==> src/rtl/bcd_scan_counter_pkg.sv <==
`default_nettype none
// ============================================================================
// Module      : bcd_scan_counter_pkg
// Description : Shared constants and the single-digit BCD step helper.
// Revision    : 1.0
// ============================================================================
package bcd_scan_counter_pkg;

    localparam int DIGITS = 4;
    localparam int BCD_W  = 4;
    localparam logic [DIGITS-1:0] SEL_IDLE = 4'b1111;

    // Returns {digit_next, carry_out}; carry_out flags a 9->0 or 0->9 roll.
    function automatic logic [BCD_W:0] bcd_digit_step(
        input logic [BCD_W-1:0] digit,
        input logic             up,
        input logic             carry_in
    );
        logic [BCD_W:0] w_res;
        w_res = {digit, 1'b0};
        if (carry_in) begin
            if (up) begin
                w_res = (digit >= BCD_W'(9)) ? {BCD_W'(0), 1'b1}
                                             : {digit + BCD_W'(1), 1'b0};
            end else begin
                w_res = (digit == BCD_W'(0)) ? {BCD_W'(9), 1'b1}
                                             : {digit - BCD_W'(1), 1'b0};
            end
        end
        return w_res;
    endfunction

endpackage
`default_nettype wire

==> src/rtl/bcd_scan_counter_digit.sv <==
`default_nettype none
// ============================================================================
// Module      : bcd_digit
// Description : One BCD digit, up/down, with ripple carry/borrow in and out.
// Revision    : 1.0
// ============================================================================
module bcd_digit
    import bcd_scan_counter_pkg::*;
(
    input  logic             clk,
    input  logic             rst_n,
    input  logic             clr,
    input  logic             load,
    input  logic [BCD_W-1:0] load_digit,
    input  logic             up,
    input  logic             carry_in,
    output logic [BCD_W-1:0] digit,
    output logic             carry_out
);

    logic [BCD_W-1:0] r_digit;
    logic [BCD_W:0]   w_step;

    assign w_step    = bcd_digit_step(r_digit, up, carry_in);
    assign carry_out = w_step[0];
    assign digit     = r_digit;

    always_ff @(posedge clk or negedge rst_n) begin
        if (!rst_n) begin
            r_digit <= '0;
        end else if (clr) begin
            r_digit <= '0;
        end else if (load) begin
            // Non-decimal nibbles are coerced to zero.
            r_digit <= (load_digit > BCD_W'(9)) ? '0 : load_digit;
        end else if (carry_in) begin
            r_digit <= w_step[BCD_W:1];
        end
    end

endmodule
`default_nettype wire

==> src/rtl/bcd_scan_counter.sv <==
`default_nettype none
// ============================================================================
// Module      : bcd_scan_counter
// Description : Four-digit BCD up/down counter with prescaler and digit scan.
// Revision    : 1.0
// ============================================================================
module bcd_scan_counter
    import bcd_scan_counter_pkg::*;
#(
    parameter int TICK_DIV = 50000,
    parameter int SCAN_DIV = 1000
) (
    input  logic                    clk,
    input  logic                    rst_n,
    input  logic                    en,
    input  logic                    up,
    input  logic                    clr,
    input  logic                    load,
    input  logic [DIGITS*BCD_W-1:0] load_val,
    input  logic                    blank,
    output logic [DIGITS*BCD_W-1:0] count,
    output logic [BCD_W-1:0]        data,
    output logic [DIGITS-1:0]       sel_n,
    output logic                    wrap
);

    localparam int c_PRESC_W = $clog2(TICK_DIV);
    localparam int c_SCAN_W  = $clog2(SCAN_DIV);
    localparam int c_IDX_W   = $clog2(DIGITS);
    localparam logic [c_PRESC_W-1:0] c_PRESC_LAST = c_PRESC_W'(TICK_DIV - 1);
    localparam logic [c_SCAN_W-1:0]  c_SCAN_LAST  = c_SCAN_W'(SCAN_DIV - 1);
    localparam logic [DIGITS-1:0]    c_SEL_ONE    = DIGITS'(1);

    logic [c_PRESC_W-1:0] r_presc;
    logic [c_SCAN_W-1:0]  r_scan;
    logic [c_IDX_W-1:0]   r_idx;
    logic [BCD_W-1:0]     r_data;
    logic [DIGITS-1:0]    r_sel_n;
    logic                 r_wrap;

    logic                 w_step;
    logic [DIGITS:0]      w_carry;
    logic [DIGITS-1:0]    w_hi_zero;
    logic [c_IDX_W-1:0]   w_idx_next;
    logic                 w_blank;
    logic [BCD_W-1:0]     w_nib;

    assign w_step     = en && (r_presc == c_PRESC_LAST);
    assign w_carry[0] = w_step;

    always_ff @(posedge clk or negedge rst_n) begin
        if (!rst_n) begin
            r_presc <= '0;
        end else if (clr) begin
            r_presc <= '0;
        end else if (en) begin
            r_presc <= (r_presc == c_PRESC_LAST) ? '0 : r_presc + c_PRESC_W'(1);
        end
    end

    generate
        for (genvar i = 0; i < DIGITS; i++) begin : g_digit
            bcd_digit u_digit (
                .clk        (clk),
                .rst_n      (rst_n),
                .clr        (clr),
                .load       (load),
                .load_digit (load_val[i*BCD_W +: BCD_W]),
                .up         (up),
                .carry_in   (w_carry[i]),
                .digit      (count[i*BCD_W +: BCD_W]),
                .carry_out  (w_carry[i+1])
            );
            assign w_hi_zero[i] = (count[DIGITS*BCD_W-1 : i*BCD_W] == '0);
        end
    endgenerate

    // A carry out of the top digit is a full-range roll; clr/load suppress it.
    always_ff @(posedge clk or negedge rst_n) begin
        if (!rst_n) begin
            r_wrap <= 1'b0;
        end else begin
            r_wrap <= w_carry[DIGITS] && !clr && !load;
        end
    end

    assign w_idx_next = r_idx + c_IDX_W'(1);
    assign w_nib      = count[w_idx_next*BCD_W +: BCD_W];
    assign w_blank    = blank && (w_idx_next != '0) && w_hi_zero[w_idx_next];

    // data/sel_n are sampled only at slot boundaries so a mid-slot count
    // change never ghosts onto the wrong digit.
    always_ff @(posedge clk or negedge rst_n) begin
        if (!rst_n) begin
            r_scan  <= '0;
            r_idx   <= '0;
            r_data  <= '0;
            r_sel_n <= ~c_SEL_ONE;
        end else if (r_scan == c_SCAN_LAST) begin
            r_scan  <= '0;
            r_idx   <= w_idx_next;
            r_data  <= w_blank ? '0 : w_nib;
            r_sel_n <= w_blank ? SEL_IDLE : ~(c_SEL_ONE << w_idx_next);
        end else begin
            r_scan  <= r_scan + c_SCAN_W'(1);
        end
    end

    assign data  = r_data;
    assign sel_n = r_sel_n;
    assign wrap  = r_wrap;

endmodule
`default_nettype wire

==> config.mk <==
export PLATFORM = sky130hd
export DESIGN_NAME = bcd_scan_counter
export DESIGN_NICKNAME = d
export VERILOG_FILES = /design/src/rtl/bcd_scan_counter_pkg.sv /design/src/rtl/bcd_scan_counter_digit.sv /design/src/rtl/bcd_scan_counter.sv
export SDC_FILE = /design/constraint.sdc
export NUM_CORES = 1
export LEC_CHECK = 0
export BUFFER_PORTS_ARGS = -buffer_cell sky130_fd_sc_hd__clkbuf_2
export CORE_ASPECT_RATIO = 1.4
export CORE_MARGIN = 4
export CORE_UTILIZATION = 58
export DETAILED_ROUTE_END_ITERATION = 8
export PLACE_DENSITY = 0.86
export SYNTH_ARGS = -nofsm -noshare
export SYNTH_HDL_FRONTEND = slang
export SYNTH_SLANG_ARGS = --single-unit
export TNS_END_PERCENT = 30
==> constraint.sdc <==
create_clock -name clk -period 3.4 [get_ports clk]
set_clock_uncertainty 0.1 [all_clocks]
set_input_delay 0.68 -clock clk [delete_from_list [all_inputs] [get_ports clk]]
set_output_delay 0.68 -clock clk [all_outputs]
set_load 0.005 [all_outputs]
---- Word level (Yosys, flattened, before mapping) ----
Index checks and enable logic that the tools add are counted.
W data, S select, Z words.
word-level totals
  output and inout bits ................... 25
  bits of input ports ..................... 23
  flip-flop bits (word level) ............. 53
  memory bits (read-only) ................. 0
  logic and storage cells ................. 95
  memories ................................ 0
  bits in latches ......................... 0
  bits in writable memories ............... 0
operators by class
  order comparisons ....................... 9
  mux-type cells .......................... 40
  equality and inequality tests ........... 2
  multipliers ............................. 0
  shift operators ......................... 2
  add/sub/neg operators ................... 11
  reductions and logical operators ........ 20
  divide/modulo/power cells ............... 0
  bitwise gates (word level) .............. 1
operator list
  operator                 count
  $mux W5                  16
  $mux W4                  18
  $mux W16                 3
  $add A16 B1 Y16 const B  1
  $add A4 B1 Y4 const B    4
  $eq A16 B16 Y1 const B   1
  $ge A4 B4 Y1 const B     4
  $gt A4 B4 Y1 const B     4
  $logic_not A16 Y1        1
  $logic_not A4 Y1         4
  $shiftx A16 B5 Y4        1
  $sub A4 B1 Y4 const B    4
  $logic_not A12 Y1        1
  $reduce_bool A3 Y1       4
  $add A10 B1 Y10 const B  1
  $eq A10 B10 Y1 const B   1
  $mux W10                 1
  $logic_not A8 Y1         1
  $logic_and A1 B1 Y1      5
  $not A4 Y4               1
  $reduce_bool A2 Y1       2
  $shl A1 B2 Y4 const A    1
  $lt A2 B3 Y1 const B     1
  $add A2 B1 Y2 const B    1
  3 further kinds          4

---- Longest topological paths before layout ----
  depth after elaboration ................. 10
  depth in mapped cells ................... 8
  gate-level depth less buffers ........... 7

---- Hierarchy ----
A second synthesis with hierarchy kept.
second synthesis, totals
  cell total of the unflattened synthesis .. 470
  area total of the unflattened synthesis .. 4,145.2 sq um
modules (own cells, without submodules)
  module            instances  area each (sq um)  cells an instance
  bcd_scan_counter  1          2,158.3            218
  bcd_digit         4          496.7              63

---- Worst setup path after synthesis ----
Ideal clock, no wire load.
  path kind ............................... register to register
  from .................................... register g_digit[0].u_digit.r_digit[0]
  to ...................................... register g_digit[2].u_digit.r_digit[1]
  data required time ...................... 3.231 ns
  setup slack ............................. 0.868 ns
  setup time .............................. 0.069 ns
  arrival time ............................ 2.363 ns
  path buffers ............................ 1
  cell stages (with the launch flop) ...... 9
  period minus slack after synthesis ...... 2.532 ns
  path through ............................ dfrtp_1 clkbuf_1 inv_1 ha_1 or3b_2 o22ai_1 nand3_2 or3_1 nand3_1
on the way
  cells in the longest elaborated chain, start to end .. 9
  elaborated cells between the ends (all ways) .. 12
RTL lines
  element                                                  RTL line                                                source
  start, declared                                          bcd_scan_counter_digit.sv:21                            logic [BCD_W-1:0] r_digit;
  start signal, assigned                                   bcd_scan_counter_digit.sv:35                            r_digit <= (load_digit > BCD_W'(9)) ? '0 : load_digit;
  start signal, assigned                                   bcd_scan_counter_digit.sv:37                            r_digit <= w_step[BCD_W:1];
  $ge A4 B4 Y1 / $logic_not A4 Y1 (equally long branches)  bcd_scan_counter_pkg.sv:23, bcd_scan_counter_pkg.sv:26
  $mux W5 (on tied branches)                               bcd_scan_counter_pkg.sv:23, bcd_scan_counter_pkg.sv:26
  $mux W5 *                                                bcd_scan_counter_pkg.sv:22                              if (up) begin
  $mux W5 * (2 in a row)                                   bcd_scan_counter_pkg.sv:21                              if (carry_in) begin
  $mux W5                                                  bcd_scan_counter_pkg.sv:21
  $mux W4                                                  bcd_scan_counter_digit.sv:36                            end else if (carry_in) begin
  $mux W4                                                  bcd_scan_counter_digit.sv:33                            end else if (load) begin
  $mux W4                                                  bcd_scan_counter_digit.sv:31                            end else if (clr) begin
  end signal, assigned                                     bcd_scan_counter_digit.sv:35
  end signal, assigned                                     bcd_scan_counter_digit.sv:37
  end, declared                                            bcd_scan_counter_digit.sv:21
Mark *: on every way between the ends. The rest lies on a longest branch, timed or not. The select of a mux whose other input is x is not followed.
A chain may end at the register's enable or synchronous reset.

---- Worst setup path after layout ----
Ends and elaborated chain as after synthesis.

==> out/results.txt <==
ant diodes: 0
Worst setup SP type: flop
CP max FO: 11
Pwr Density: 300 nW/µm²
Vias: 3111
vias in the first global route: 3111
Synthesis Warnings: 0
gpl congestion: 0.891
Pins Over Slew Limit: 0
Max-Cap Viols: 0
RSZ-0062 raised after global routing: no
buffers and inverters on the worst path: 1
Final Hold Fails: 0
worst vdd ir: 0.166 mV
hpwl dp: 6220 µm
Total Routed Length: 8190 µm
first-pass GRT wire length: 13900 µm
Mapped Avg Cell Area: 8.96 µm²
Max Root-Sink Buffers: 2
Critical Path Max Stage Delay: 0.51 ns
Gate Count Post-Synth: 400
post-route setup TNS: 0 ns
dpl cells: 501
# nets final: 481
Pint: 0.866 mW
CP top delay family: simple AND/OR/NAND/NOR gates
WHS: 0.382 ns
cells along the critical path: inv_1, ha_1, or3b_2, o22ai_1, nand3_2, or3_1, nand3_1
gr usage total: 0.233
Detail Route Antenna Nets: 0
Resize count post-CTS: 0
Unique masters post-synth: 60
status: finished clean
Final Setup Violations: 0
root buffer cell: clkbuf_8
required time worst endpoint: 3.54 ns
syn nets: 443
worst-margin pin slew: 1.07 ns
die height: 101 µm
DRT iter0 DRCs: 285
top_reg_cell synth: dfrtp_1
min Tclk post-route: 2.84 ns
area delta synth->final: 9.18%
switching share of power: 0.263
CTS Hold Bufs: 0
period utilization: 0.835
ys async rst share: 1.00
Fill cells: 513
slowest CP cell: dfrtp_1
clk_lat worst skew: 0.30 ns
Seq pwr share: 0.561
total grt overflow: 0
crit path kind: reg -> reg
initial core utilization: 0.603
core area: 5950 µm²
Leak: 1.76 nW
htree depth: 2
die width: 74.4 µm
final cell count without fillers: 508
Via-to-Cell Ratio: 6.12
layout cells sized above 1: 0.174
# port buffers: 47
CTS tree: done
Die Area: 7520 µm²
number of synthesized flops with an enable pin: 0
DRC Markers: 0
Synth Cell Area: 3580 µm²
# rows: 33
worst hold path type: reg -> reg
Worst slew margin: 0.286
total setup buffers inserted after CTS: 0
#FFs+latches synth: 53
register area share after synthesis: 0.371
Comb pwr share: 0.143
critical path endpoint category: flop
DRT Pass-1 Iters: 5
clk sinks: 53
clock group share of total power: 0.296
Sw Pwr: 0.309 mW
largest net degree at the start of global routing: 46
fmax: 352 MHz
ports placed on the boundary: 48
Num CTS Buffers: 5
wire per inst: 16.1 µm
Worst-path clk slew: 0.09 ns
WP data arrival: 2.98 ns
initial antenna violation count: 0
[power groups by stage]
stage	logic [mW]	clock network, mW	registers [mW]
final	0.168	0.348	0.660
after global routing	0.189	0.385	0.662
after CTS	0.168	0.362	0.659
after detailed placement	0.166	0	0.672
after global placement	0.162	0	0.670
after floorplan	0.111	0	0.663
[state kept, by name (all words and copies together) (netlist names)]
register               cells
r_scan                    10
sel_n                      4
g_digit.u_digit.digit     16
wrap                       1
r_presc                   16
data                       4
r_idx                      2
[through the flow]
stage                     worst slack, ns  total power, mW  cell area (µm²)   util
after floorplan                     0.868            0.774             3580      -
after global placement              0.809            0.832             3830  0.644
after detailed placement            0.672            0.838             3830  0.644
after CTS                           0.569             1.19             3910  0.658
after global routing                0.347             1.24             3910  0.658
final                               0.560             1.18             3910  0.658
[synth_stat cells, drive strengths merged, types with 6 or more instances]
cell,instances,area (µm²)
o211ai,7,52.6
nor2,42,160
and3,7,43.8
a31oi,6,37.5
dfrtp,50,1250
o21ai,29,145
clkbuf,17,83.8
nand3,28,145
mux2i,6,60.1
a21oi,12,60.1
xnor2,10,87.6
nor3,8,40.0
nand2,39,146
inv,21,78.8
o31ai,7,52.6
ha,20,250
nand4,6,52.6
xor2,12,105
[cell type report]
type                            count  area (µm²)  area share
Inverter                           21        78.8      0.0201
Tap cell                           70        87.6      0.0224
Clock buffer                        7        86.3      0.0221
Multi-Input combinational cell    308        2080       0.532
Sequential cell                    53        1330       0.340
Timing Repair Buffer               49         250      0.0639
[per-layer routing]
layer,vias to the layer above,global-route usage,routed length (µm),part of all wire
li1,1521,-,-,-
met1,1496,0.289,3370,0.41
met2,86,0.401,4320,0.53
met3,8,0.0419,428,0.052
met4,0,0.0753,74,0.0090
met5,-,0,0,0
[cell usage in the layout (no fill, tap or decap), types with 3 or more instances in the layout]
cell type,instances
nand2_1,39
nand2b_1,4
or3b_2,4
o211ai_1,7
mux2i_1,6
a21oi_1,12
nor2b_1,3
a32oi_1,4
ha_1,20
a31oi_1,6
nor3_1,8
nor2_1,41
nand4_1,5
nand3b_1,3
o31ai_1,7
clkbuf_2,47
nand3_1,27
inv_1,21
xnor2_1,10
and3_1,7
o22ai_1,4
clkbuf_8,6
xor2_1,12
dfrtp_1,50
nor3b_1,4
o21ai_0,28
or3_1,3
dfstp_2,3
mux4_2,5
[tightest hold or removal path, delay by kind of cell (launching register included)]
| kind | cells | cell delay, ns |
|---|---|---|
| DFF | 1 | 0.35 |
| and+or+nand+nor | 2 | 0.10 |
[kinds of logic (layout without fill, tap and decap cells)]
kind of cell | after synthesis | in the layout | synth area share
simple gates | 165 | 165 | 0.244
compound gates | 89 | 89 | 0.162
flops | 53 | 53 | 0.371
buf+inv | 39 | 77 | 0.0485
xor+xnor | 22 | 22 | 0.0538
fa+ha+maj | 20 | 20 | 0.0698
mux | 12 | 12 | 0.0513
[final timing paths]
kind | start | end | slack [ns] | cells after the start
max in group asynchronous | rst_n | r_presc[4]$_DFFE_PN0P_ | 2.00 | 2
worst min register to register | data[1]$_DFFE_PN0N_ | data[1]$_DFFE_PN0N_ | 0.38 | 2
worst max-delay path | g_digit[0].u_digit.digit[0]$_DFFE_PN0P_ | g_digit[2].u_digit.digit[1]$_DFFE_PN0P_ | 0.56 | 7
worst max register to register | g_digit[0].u_digit.digit[0]$_DFFE_PN0P_ | g_digit[2].u_digit.digit[1]$_DFFE_PN0P_ | 0.56 | 7
min in group asynchronous | rst_n | r_idx[0]$_DFFE_PN0N_ | 0.47 | 1
worst min-delay path | data[1]$_DFFE_PN0N_ | data[1]$_DFFE_PN0N_ | 0.38 | 2
Note: power is estimated with default switching activity, not from simulation.
